===== src/rtl/riscv_pkg.sv =====
// Shared RV32I decode encodings: opcodes, ALU/result-source selects, immediate formats,
// and the control/ID-EX bundles passed from decode to execute.
package riscv_pkg;

    localparam logic [6:0] OpLoad   = 7'b0000011;
    localparam logic [6:0] OpStore  = 7'b0100011;
    localparam logic [6:0] OpRtype  = 7'b0110011;
    localparam logic [6:0] OpItype  = 7'b0010011;
    localparam logic [6:0] OpBranch = 7'b1100011;
    localparam logic [6:0] OpJal    = 7'b1101111;

    typedef enum logic [2:0] {
        AluAdd = 3'b000,
        AluSub = 3'b001,
        AluAnd = 3'b010,
        AluOr  = 3'b011,
        AluSlt = 3'b101
    } alu_ctrl_e;

    typedef enum logic [1:0] {
        ResAlu = 2'b00,
        ResMem = 2'b01,
        ResPc4 = 2'b10
    } result_src_e;

    typedef enum logic [2:0] {
        ImmNone = 3'd0,
        ImmI    = 3'd1,
        ImmS    = 3'd2,
        ImmB    = 3'd3,
        ImmJ    = 3'd4
    } imm_type_e;

    typedef struct packed {
        logic        reg_write;
        logic        mem_write;
        logic        jump;
        logic        branch;
        logic        alu_src;
        result_src_e result_src;
        alu_ctrl_e   alu_control;
    } ctrl_t;

    localparam ctrl_t CtrlNop = '{
        reg_write:   1'b0,
        mem_write:   1'b0,
        jump:        1'b0,
        branch:      1'b0,
        alu_src:     1'b0,
        result_src:  ResAlu,
        alu_control: AluAdd
    };

    typedef struct packed {
        ctrl_t       ctrl;
        logic [31:0] rd1;
        logic [31:0] rd2;
        logic [31:0] imm_ext;
        logic [31:0] pc;
        logic [31:0] pc_plus_4;
        logic [4:0]  rs1;
        logic [4:0]  rs2;
        logic [4:0]  rd;
    } idex_t;

    function automatic logic [31:0] imm_extend(input logic [31:0] instr, input imm_type_e imm_type);
        logic [31:0] imm;
        case (imm_type)
            ImmI:    imm = {{20{instr[31]}}, instr[31:20]};
            ImmS:    imm = {{20{instr[31]}}, instr[31:25], instr[11:7]};
            ImmB:    imm = {{19{instr[31]}}, instr[31], instr[7], instr[30:25], instr[11:8], 1'b0};
            ImmJ:    imm = {{11{instr[31]}}, instr[31], instr[19:12], instr[20], instr[30:21],
                            1'b0};
            default: imm = 32'd0;
        endcase
        return imm;
    endfunction

endpackage


===== src/rtl/reg_file.sv =====
// 31x32 register file (x0 hard-wired to zero), two combinational read ports, one write port,
// with optional same-cycle write-back forwarding.
module reg_file #(
    parameter bit WB_BYPASS = 1'b1
) (
    input  logic        clk,
    input  logic        reset_n,
    input  logic [4:0]  ra1_i,
    input  logic [4:0]  ra2_i,
    input  logic        we_i,
    input  logic [4:0]  wa_i,
    input  logic [31:0] wd_i,
    output logic [31:0] rd1_o,
    output logic [31:0] rd2_o
);

    logic [31:0] regs_q [31:1];
    logic [31:0] stored1, stored2;
    logic        hit1, hit2;
    logic        wr_en;

    assign wr_en = we_i && (wa_i != 5'd0);

    always_ff @(posedge clk or negedge reset_n) begin
        if (!reset_n) begin
            for (int i = 1; i < 32; i++) begin
                regs_q[i] <= '0;
            end
        end else if (wr_en) begin
            regs_q[wa_i] <= wd_i;
        end
    end

    assign stored1 = (ra1_i == 5'd0) ? 32'd0 : regs_q[ra1_i];
    assign stored2 = (ra2_i == 5'd0) ? 32'd0 : regs_q[ra2_i];

    // wr_en already excludes x0, so a forwarded hit can never make x0 non-zero.
    assign hit1 = WB_BYPASS && wr_en && (wa_i == ra1_i);
    assign hit2 = WB_BYPASS && wr_en && (wa_i == ra2_i);

    assign rd1_o = hit1 ? wd_i : stored1;
    assign rd2_o = hit2 ? wd_i : stored2;

endmodule


===== src/rtl/id_stage.sv =====
// Decode stage: instruction decode, immediate generation, register read and the ID/EX
// pipeline register with decode-kill and bubble-insert flushes.
module id_stage
    import riscv_pkg::*;
#(
    parameter bit WB_BYPASS = 1'b1
) (
    input  logic        clk,
    input  logic        reset_n,
    input  logic [31:0] instruction_f,
    input  logic [31:0] pc_f,
    input  logic [31:0] pc_plus_4_f,
    input  logic        flush_d,
    input  logic        flush_e,
    input  logic        reg_write_w,
    input  logic [4:0]  rd_w,
    input  logic [31:0] result_w,
    output logic [4:0]  rs1_d,
    output logic [4:0]  rs2_d,
    output logic [31:0] rd1_e,
    output logic [31:0] rd2_e,
    output logic [31:0] imm_ext_e,
    output logic [31:0] pc_e,
    output logic [31:0] pc_plus_4_e,
    output logic [4:0]  rs1_e,
    output logic [4:0]  rs2_e,
    output logic [4:0]  rd_e,
    output logic        reg_write_e,
    output logic        mem_write_e,
    output logic        jump_e,
    output logic        branch_e,
    output logic        alu_src_e,
    output logic [1:0]  result_src_e,
    output logic [2:0]  alu_control_e
);

    logic [6:0]  opcode;
    logic [2:0]  funct3;
    logic        funct7b5;
    logic [31:0] rd1_d, rd2_d;
    ctrl_t       ctrl_d;
    imm_type_e   imm_type_d;
    alu_ctrl_e   alu_funct;
    idex_t       idex_d, idex_q;

    assign opcode   = instruction_f[6:0];
    assign funct3   = instruction_f[14:12];
    assign funct7b5 = instruction_f[30];
    assign rs1_d    = instruction_f[19:15];
    assign rs2_d    = instruction_f[24:20];

    reg_file #(
        .WB_BYPASS (WB_BYPASS)
    ) u_reg_file (
        .clk     (clk),
        .reset_n (reset_n),
        .ra1_i   (rs1_d),
        .ra2_i   (rs2_d),
        .we_i    (reg_write_w),
        .wa_i    (rd_w),
        .wd_i    (result_w),
        .rd1_o   (rd1_d),
        .rd2_o   (rd2_d)
    );

    // ALU op for R/I arithmetic; only R-type may turn add into sub via funct7[5].
    always_comb begin
        alu_funct = AluAdd;
        case (funct3)
            3'b000:  alu_funct = (opcode == OpRtype && funct7b5) ? AluSub : AluAdd;
            3'b010:  alu_funct = AluSlt;
            3'b110:  alu_funct = AluOr;
            3'b111:  alu_funct = AluAnd;
            default: alu_funct = AluAdd;
        endcase
    end

    always_comb begin
        ctrl_d     = CtrlNop;
        imm_type_d = ImmNone;
        case (opcode)
            OpLoad: begin
                ctrl_d.reg_write  = 1'b1;
                ctrl_d.alu_src    = 1'b1;
                ctrl_d.result_src = ResMem;
                imm_type_d        = ImmI;
            end
            OpStore: begin
                ctrl_d.mem_write = 1'b1;
                ctrl_d.alu_src   = 1'b1;
                imm_type_d       = ImmS;
            end
            OpRtype: begin
                ctrl_d.reg_write   = 1'b1;
                ctrl_d.alu_control = alu_funct;
            end
            OpItype: begin
                ctrl_d.reg_write   = 1'b1;
                ctrl_d.alu_src     = 1'b1;
                ctrl_d.alu_control = alu_funct;
                imm_type_d         = ImmI;
            end
            OpBranch: begin
                ctrl_d.branch      = 1'b1;
                ctrl_d.alu_control = AluSub;
                imm_type_d         = ImmB;
            end
            OpJal: begin
                ctrl_d.reg_write  = 1'b1;
                ctrl_d.jump       = 1'b1;
                ctrl_d.result_src = ResPc4;
                imm_type_d        = ImmJ;
            end
            default: ;
        endcase
    end

    always_comb begin
        idex_d.ctrl      = ctrl_d;
        idex_d.rd1       = rd1_d;
        idex_d.rd2       = rd2_d;
        idex_d.imm_ext   = imm_extend(instruction_f, imm_type_d);
        idex_d.pc        = pc_f;
        idex_d.pc_plus_4 = pc_plus_4_f;
        idex_d.rs1       = rs1_d;
        idex_d.rs2       = rs2_d;
        idex_d.rd        = instruction_f[11:7];
        if (flush_e) begin
            idex_d = '0;
        end else if (flush_d) begin
            idex_d.ctrl = CtrlNop;
            idex_d.rd   = 5'd0;
        end
    end

    always_ff @(posedge clk or negedge reset_n) begin
        if (!reset_n) begin
            idex_q <= '0;
        end else begin
            idex_q <= idex_d;
        end
    end

    assign rd1_e         = idex_q.rd1;
    assign rd2_e         = idex_q.rd2;
    assign imm_ext_e     = idex_q.imm_ext;
    assign pc_e          = idex_q.pc;
    assign pc_plus_4_e   = idex_q.pc_plus_4;
    assign rs1_e         = idex_q.rs1;
    assign rs2_e         = idex_q.rs2;
    assign rd_e          = idex_q.rd;
    assign reg_write_e   = idex_q.ctrl.reg_write;
    assign mem_write_e   = idex_q.ctrl.mem_write;
    assign jump_e        = idex_q.ctrl.jump;
    assign branch_e      = idex_q.ctrl.branch;
    assign alu_src_e     = idex_q.ctrl.alu_src;
    assign result_src_e  = idex_q.ctrl.result_src;
    assign alu_control_e = idex_q.ctrl.alu_control;

endmodule


===== config.mk =====
export PLATFORM = sky130hd
export DESIGN_NAME = id_stage
export DESIGN_NICKNAME = d
export VERILOG_FILES = /design/src/rtl/riscv_pkg.sv /design/src/rtl/reg_file.sv /design/src/rtl/id_stage.sv
export SDC_FILE = /design/constraint.sdc
export NUM_CORES = 2
export LEC_CHECK = 0
export CORE_MARGIN = 2
export CORE_UTILIZATION = 57
export CTS_CLUSTER_SIZE = 28
export DETAILED_ROUTE_END_ITERATION = 7
export PLACE_DENSITY = 0.77
export SYNTH_ARGS = -nofsm -noshare
export SYNTH_HDL_FRONTEND = slang
export SYNTH_HIERARCHICAL = 1
export SYNTH_SLANG_ARGS = --single-unit

===== constraint.sdc =====
create_clock -name clk -period 5.42 [get_ports clk]
set_input_delay 1.084 -clock clk [delete_from_list [all_inputs] [get_ports clk]]
set_output_delay 1.084 -clock clk [all_outputs]
set_load 0.01 [all_outputs]

---- Yosys cells after proc, flatten, opt, wreduce, memory -nomap -nowiden ----
Cells that the tools add are included.
word-level totals
  register bits ........................... 1177
  input port bits ......................... 138
  output and inout port bits .............. 195
  word-level logic and storage cells ...... 105
cells by class
  $lt $le $gt $ge ......................... 4
  equal/unequal tests ..................... 15
  mux-type cells .......................... 27
  reduce and logical (&&, ||, !) cells .... 13
operators with widths
  operator                                                    number
  bitwise mux 992 bit                                         1
  binary-select mux 32 bit (select 5 bit)                     2
  2-to-1 mux 32 bit                                           7
  2-to-1 mux 170 bit                                          1
  demux 32 bit (select 5 bit)                                 1
  one-hot mux 32 bit (4 select lines)                         1
  one-hot mux 3 bit (4 select lines)                          2
  2-to-1 mux 10 bit                                           2
  less-than comparator 5 x 6 -> 1 bit, second input constant  3
  == test 7 x 6 -> 1 bit, second input constant               2
  == test 7 bit, second input constant                        2
  == test 5 bit                                               2
  logical NOT 5 bit                                           2
  2-to-1 mux 5 bit                                            2
  == test 3 x 2 -> 1 bit, second input constant               3
  == test 3 bit, second input constant                        3
  == test 7 x 2 -> 1 bit, second input constant               1
  == test 7 x 5 -> 1 bit, second input constant               1
  2-to-1 mux 1 bit                                            6
  one-hot mux 3 bit (2 select lines)                          1
  >= comparator 5 x 1 -> 1 bit, second input constant         1
  logical AND 1 bit                                           5
  nonzero test 5 bit                                          1
  one-hot mux 2 bit (2 select lines)                          1
  other kinds (5)                                             6

---- Longest topological paths before layout ----
  depth after elaboration ................. 7
  gate-level depth with buffers ........... 11
  gate-level depth less buffers ........... 6

---- Cells and area by module ----
Netlist, hierarchy kept.
modules (own cells, without submodules)
  module    instances  cells an instance  area an instance (sq um)  sequential area each (sq um)
  reg_file  1          3754               54061.8                   24823.8
  id_stage  1          431                5936.9                    4354.2

---- Worst setup path before layout ----
No wires, ideal clock.
  path kind ............................... input-to-reg
  start ................................... input port instruction_f[17]
  end ..................................... register idex_q (netlist bit rd1_e[1])
  library setup time ...................... 0.132 ns
  arrival ................................. 2.857 ns
  required time ........................... 5.288 ns
  path slack .............................. 2.431 ns
  cell stages on the path ................. 7
  path buffers ............................ 2
  cells stage by stage .................... buf_4 buf_2 mux4_2 mux2_2 o22a_1 a32o_1 nor2b_1
RTL lines
  item                  line             RTL
  start, declared       id_stage.sv:10   input logic [31:0] instruction_f,
  end signal, assigned  id_stage.sv:140  idex_q <= idex_d;
  end, declared         id_stage.sv:44   idex_t idex_d, idex_q;

---- Worst setup path in the final report ----
  start ................................... input port instruction_f[20]
  end ..................................... output port rs2_d[0]
RTL lines
  item           line            RTL
  end, declared  id_stage.sv:19  output logic [4:0] rs2_d,
No word-level cell between the ends.

==> summary.md <==
| Metric | Value |
|---|---|
| Status | completed |
| Core Rows | 119 |
| Power density of the placed cells | 364.0 mW/mm^2 |
| Util after Layout | 65.56% |
| Wirelength per Cell | 32.76 microns |
| Clock Latency Late Sink | 730 ps |
| CTS sink cnt | 1166 |
| Post-Layout Inst Area | just under 0.07 sq mm |
| # DRC | 0 |
| CTS max path bufs | 3 |
| Non-filler cells, final | between 5k and 6k |
| Required @ worst endpoint | 4340 ps |
| CTS tree | yes |
| Post-Syn Instances | 4185 |
| Critical path's slowest cell | buf_8 |
| Least-Margin Pin Slew | 1325 ps |
| Drt first pass iters | 6 |
| Max Clock Skew | ~20 ps |
| Total power | 25.01 mW |
| Core ar. | 0.1048 sq mm |
| Remaining antenna violation count | 0 |
| Port bufs | 332 |
| Post-synth EDFFs | 0 |
| FFs w/ async S/R, synth | 100.0% |
| # fillers | around 7.4k |
| Placed Cells | roughly 5.6k |
| Commonest cells after routing, fill and taps aside | dfrtp_1 (1166), mux2_2 (1064), mux4_2 (352) |
| Commonest non-fill, non-tap cell in the layout | dfrtp_1 |
| Crit path kind | input pin to output pin |
| Post-cts sizing count | 0 |
| Grt ovf | 0 |
| Net Count, Synth | 4323 |
| Mapped Area | 0.06000 sq mm |
| Top FF cell, synth | dfrtp_1 |
| Syn. warnings | 6 |
| Seq. cell area | 0.02918 sq mm |
| Worst path cell trace | buf_8, buf_4, clkdlybuf4s50_1 |
| Die Height | 328.4 microns |
| Overall Global Routing Usage | 35.44% |
| Peak VDD IR | about 0.3 mV |
| HP Class | input pin to async pin |
| Minimum clock period | 3797 ps |
| Synthesized flop and latch total | 1166 |
| Slew Viols, Final | 0 |
| Final period utilization | between 70% and 80% |
| Leak | slightly below 30 nW |
| Worst Path Buf+Inv | 3 |
| Mean Syn Cell Area | 14.34 sq um |
| Post-synth cell types | 70 |
| Setup violators final | 0 |
| Worst Setup Start Kind | input pin |
| I/O pin count | roughly 330 |
| Initial Utilization | around 57% |
| CTS Buf Count | 121 |
| Reg2reg path depth | 6 |
| Die area | 0.1079 sq mm |
| Share of the synthesized area in the top cell type | 48.63% |
| Gpl congestion | 0.9005 |
| Fmax | 263.4 MHz |
| Setup_tns | 0 ps |
| Total wire length | 190700 microns |
| Area grow syn2layout | 14.53% |
| Clk Tree Root Cell | clkbuf_16 |
| Cts hold-fix bufs | 0 |
| CP delay by family, top | buffers and inverters |
| Vias | 41.42k |
| Share of the yosys chip area belonging to registers | 48.63% |
| Share of layout cells above drive strength 1 | 41.52% |
| Clock Pin Slew Worst Setup and Hold Paths | 60 ps |
| Max_cap viols | 0 |
| FF-to-FF End | rd2_e[3] |
| Initial antenna violation count | 12 |
| Synth area leader | dfrtp_1 |
| Via/cell ratio | 7.116 |
| Vias in the first global route | around 42k |
| # nets final | 4460 |
| Fin. Hold Viols | 0 |
| Rel. slew slack | 11.56% |
| # H-tree levels | 3 |
| Top cells by area, synth | dfrtp_1 (49%), mux2_2 (20%), mux4_2 (13%), mux2i_1 (3.3%), nor2b_1 (1.7%) |
| WP data arrival | 2710 ps |
| Crit end category | output pin |
| RR Startpoint | u_reg_file/regs_q[291] |
| Number of DRC markers in iteration 0 | roughly 5.1k |
| RSZ-0062 raised after global routing | no |
| Placed inst area | 0.06450 sq mm |
| Die Span X | 328.4 microns |
| First-pass GRT wire length | between 200000 and 300000 microns |
| Crit-path max FO | 74 |
| Flop2flop setup slack | ~3000 ps |
| Postcts setup bufs | 0 |
| Slowest stage delay, CP | 650 ps |
| Dpl hpwl | 113100 microns |
| Pin count of the biggest net entering global routing | around 150 |
| Multi-input logic area | 0.02875 sq mm |
area by class of cell:
type	instances	share of cell area (%)
flip-flops and latches	1166	42.46
multi-input cells	2563	41.84
repair buffers	465	6.995
clock buffers	166	5.078
well taps	1391	2.533
clock inverters	59	1.045
inverters	5	0.02731
diodes	5	0.01821
sequential cells by signal, indices dropped and copies added (netlist names), 5 cells and up:
signal and flops:
pc_plus_4_e 32, u_reg_file/regs_q 992, rd1_e 32, rs2_e 5, imm_ext_e 21, rd_e 5, pc_e 32, rd2_e 32
rs1_e 5
stage by stage:
| stage | hold slack [ps] | setup WS, ps |
|---|---|---|
| after floorplan | 470.5 | 2431 |
| after global placement | 489.4 | 1166 |
| after detailed placement | 498.2 | 1064 |
| after CTS | 423.6 | 1593 |
| after global routing | 437.4 | 1532 |
| final | 369.4 | 1623 |
worst reg2reg max path: stages (launching register included):
cell and delay, ps:
dfrtp_1 400, mux4_2 470, nor2b_1 120, nor3_1 60
a2111oi_0 960, o41ai_1 160, nor2b_1 170
routing by layer:
layer,GRT usage [%],share of wire (%),up-vias
met5,0,0.040,-
met4,16.55,5.4,12
met3,8.913,11,641
met2,54.08,45,2818
met1,48.10,38,21680
li1,-,-,16270
cells by family after synthesis:
family / after synthesis / share of synthesized area (%)
buf+inv: 456 / 3.835
flops: 1166 / 48.63
xor+xnor: 10 / 0.1460
simple gates: 456 / 4.075
mux: 1635 / 37.41
compound gates: 462 / 5.906
report_power, final:
part / switching [mW] / internal [mW] / total [mW]
clock network: 3.62 / 5.16 / 8.78
logic: 1.96 / 2.85 / 4.82
registers: 1.18 / 10.2 / 11.4
total: 6.76 / 18.2 / 25.0
worst max-delay path by stage:
stage | startpoint | slack (ps) | to | depth (start not counted)
after floorplan | instruction_f[17] | 2430 | rd1_e[1] | 7
after global placement | rd_w[3] | 1170 | rd2_e[19] | 7
after detailed placement | rd_w[3] | 1060 | rd2_e[0] | 7
after CTS | instruction_f[20] | 1590 | rs2_d[0] | 3
after global routing | instruction_f[20] | 1530 | rs2_d[0] | 3
final | instruction_f[20] | 1620 | rs2_d[0] | 3
cell usage after synthesis (55+ instances only):
library cell and instances:
nor2_1 78, nor2b_1 167, buf_1 56, a221oi_1 68, mux4_2 352, dfrtp_1 1166
o221ai_1 59, mux2i_1 195, nand2_1 90, buf_2 96, a21oi_1 55, clkbuf_1 219
mux2_2 1064
Power figures use the tool's default switching activity.
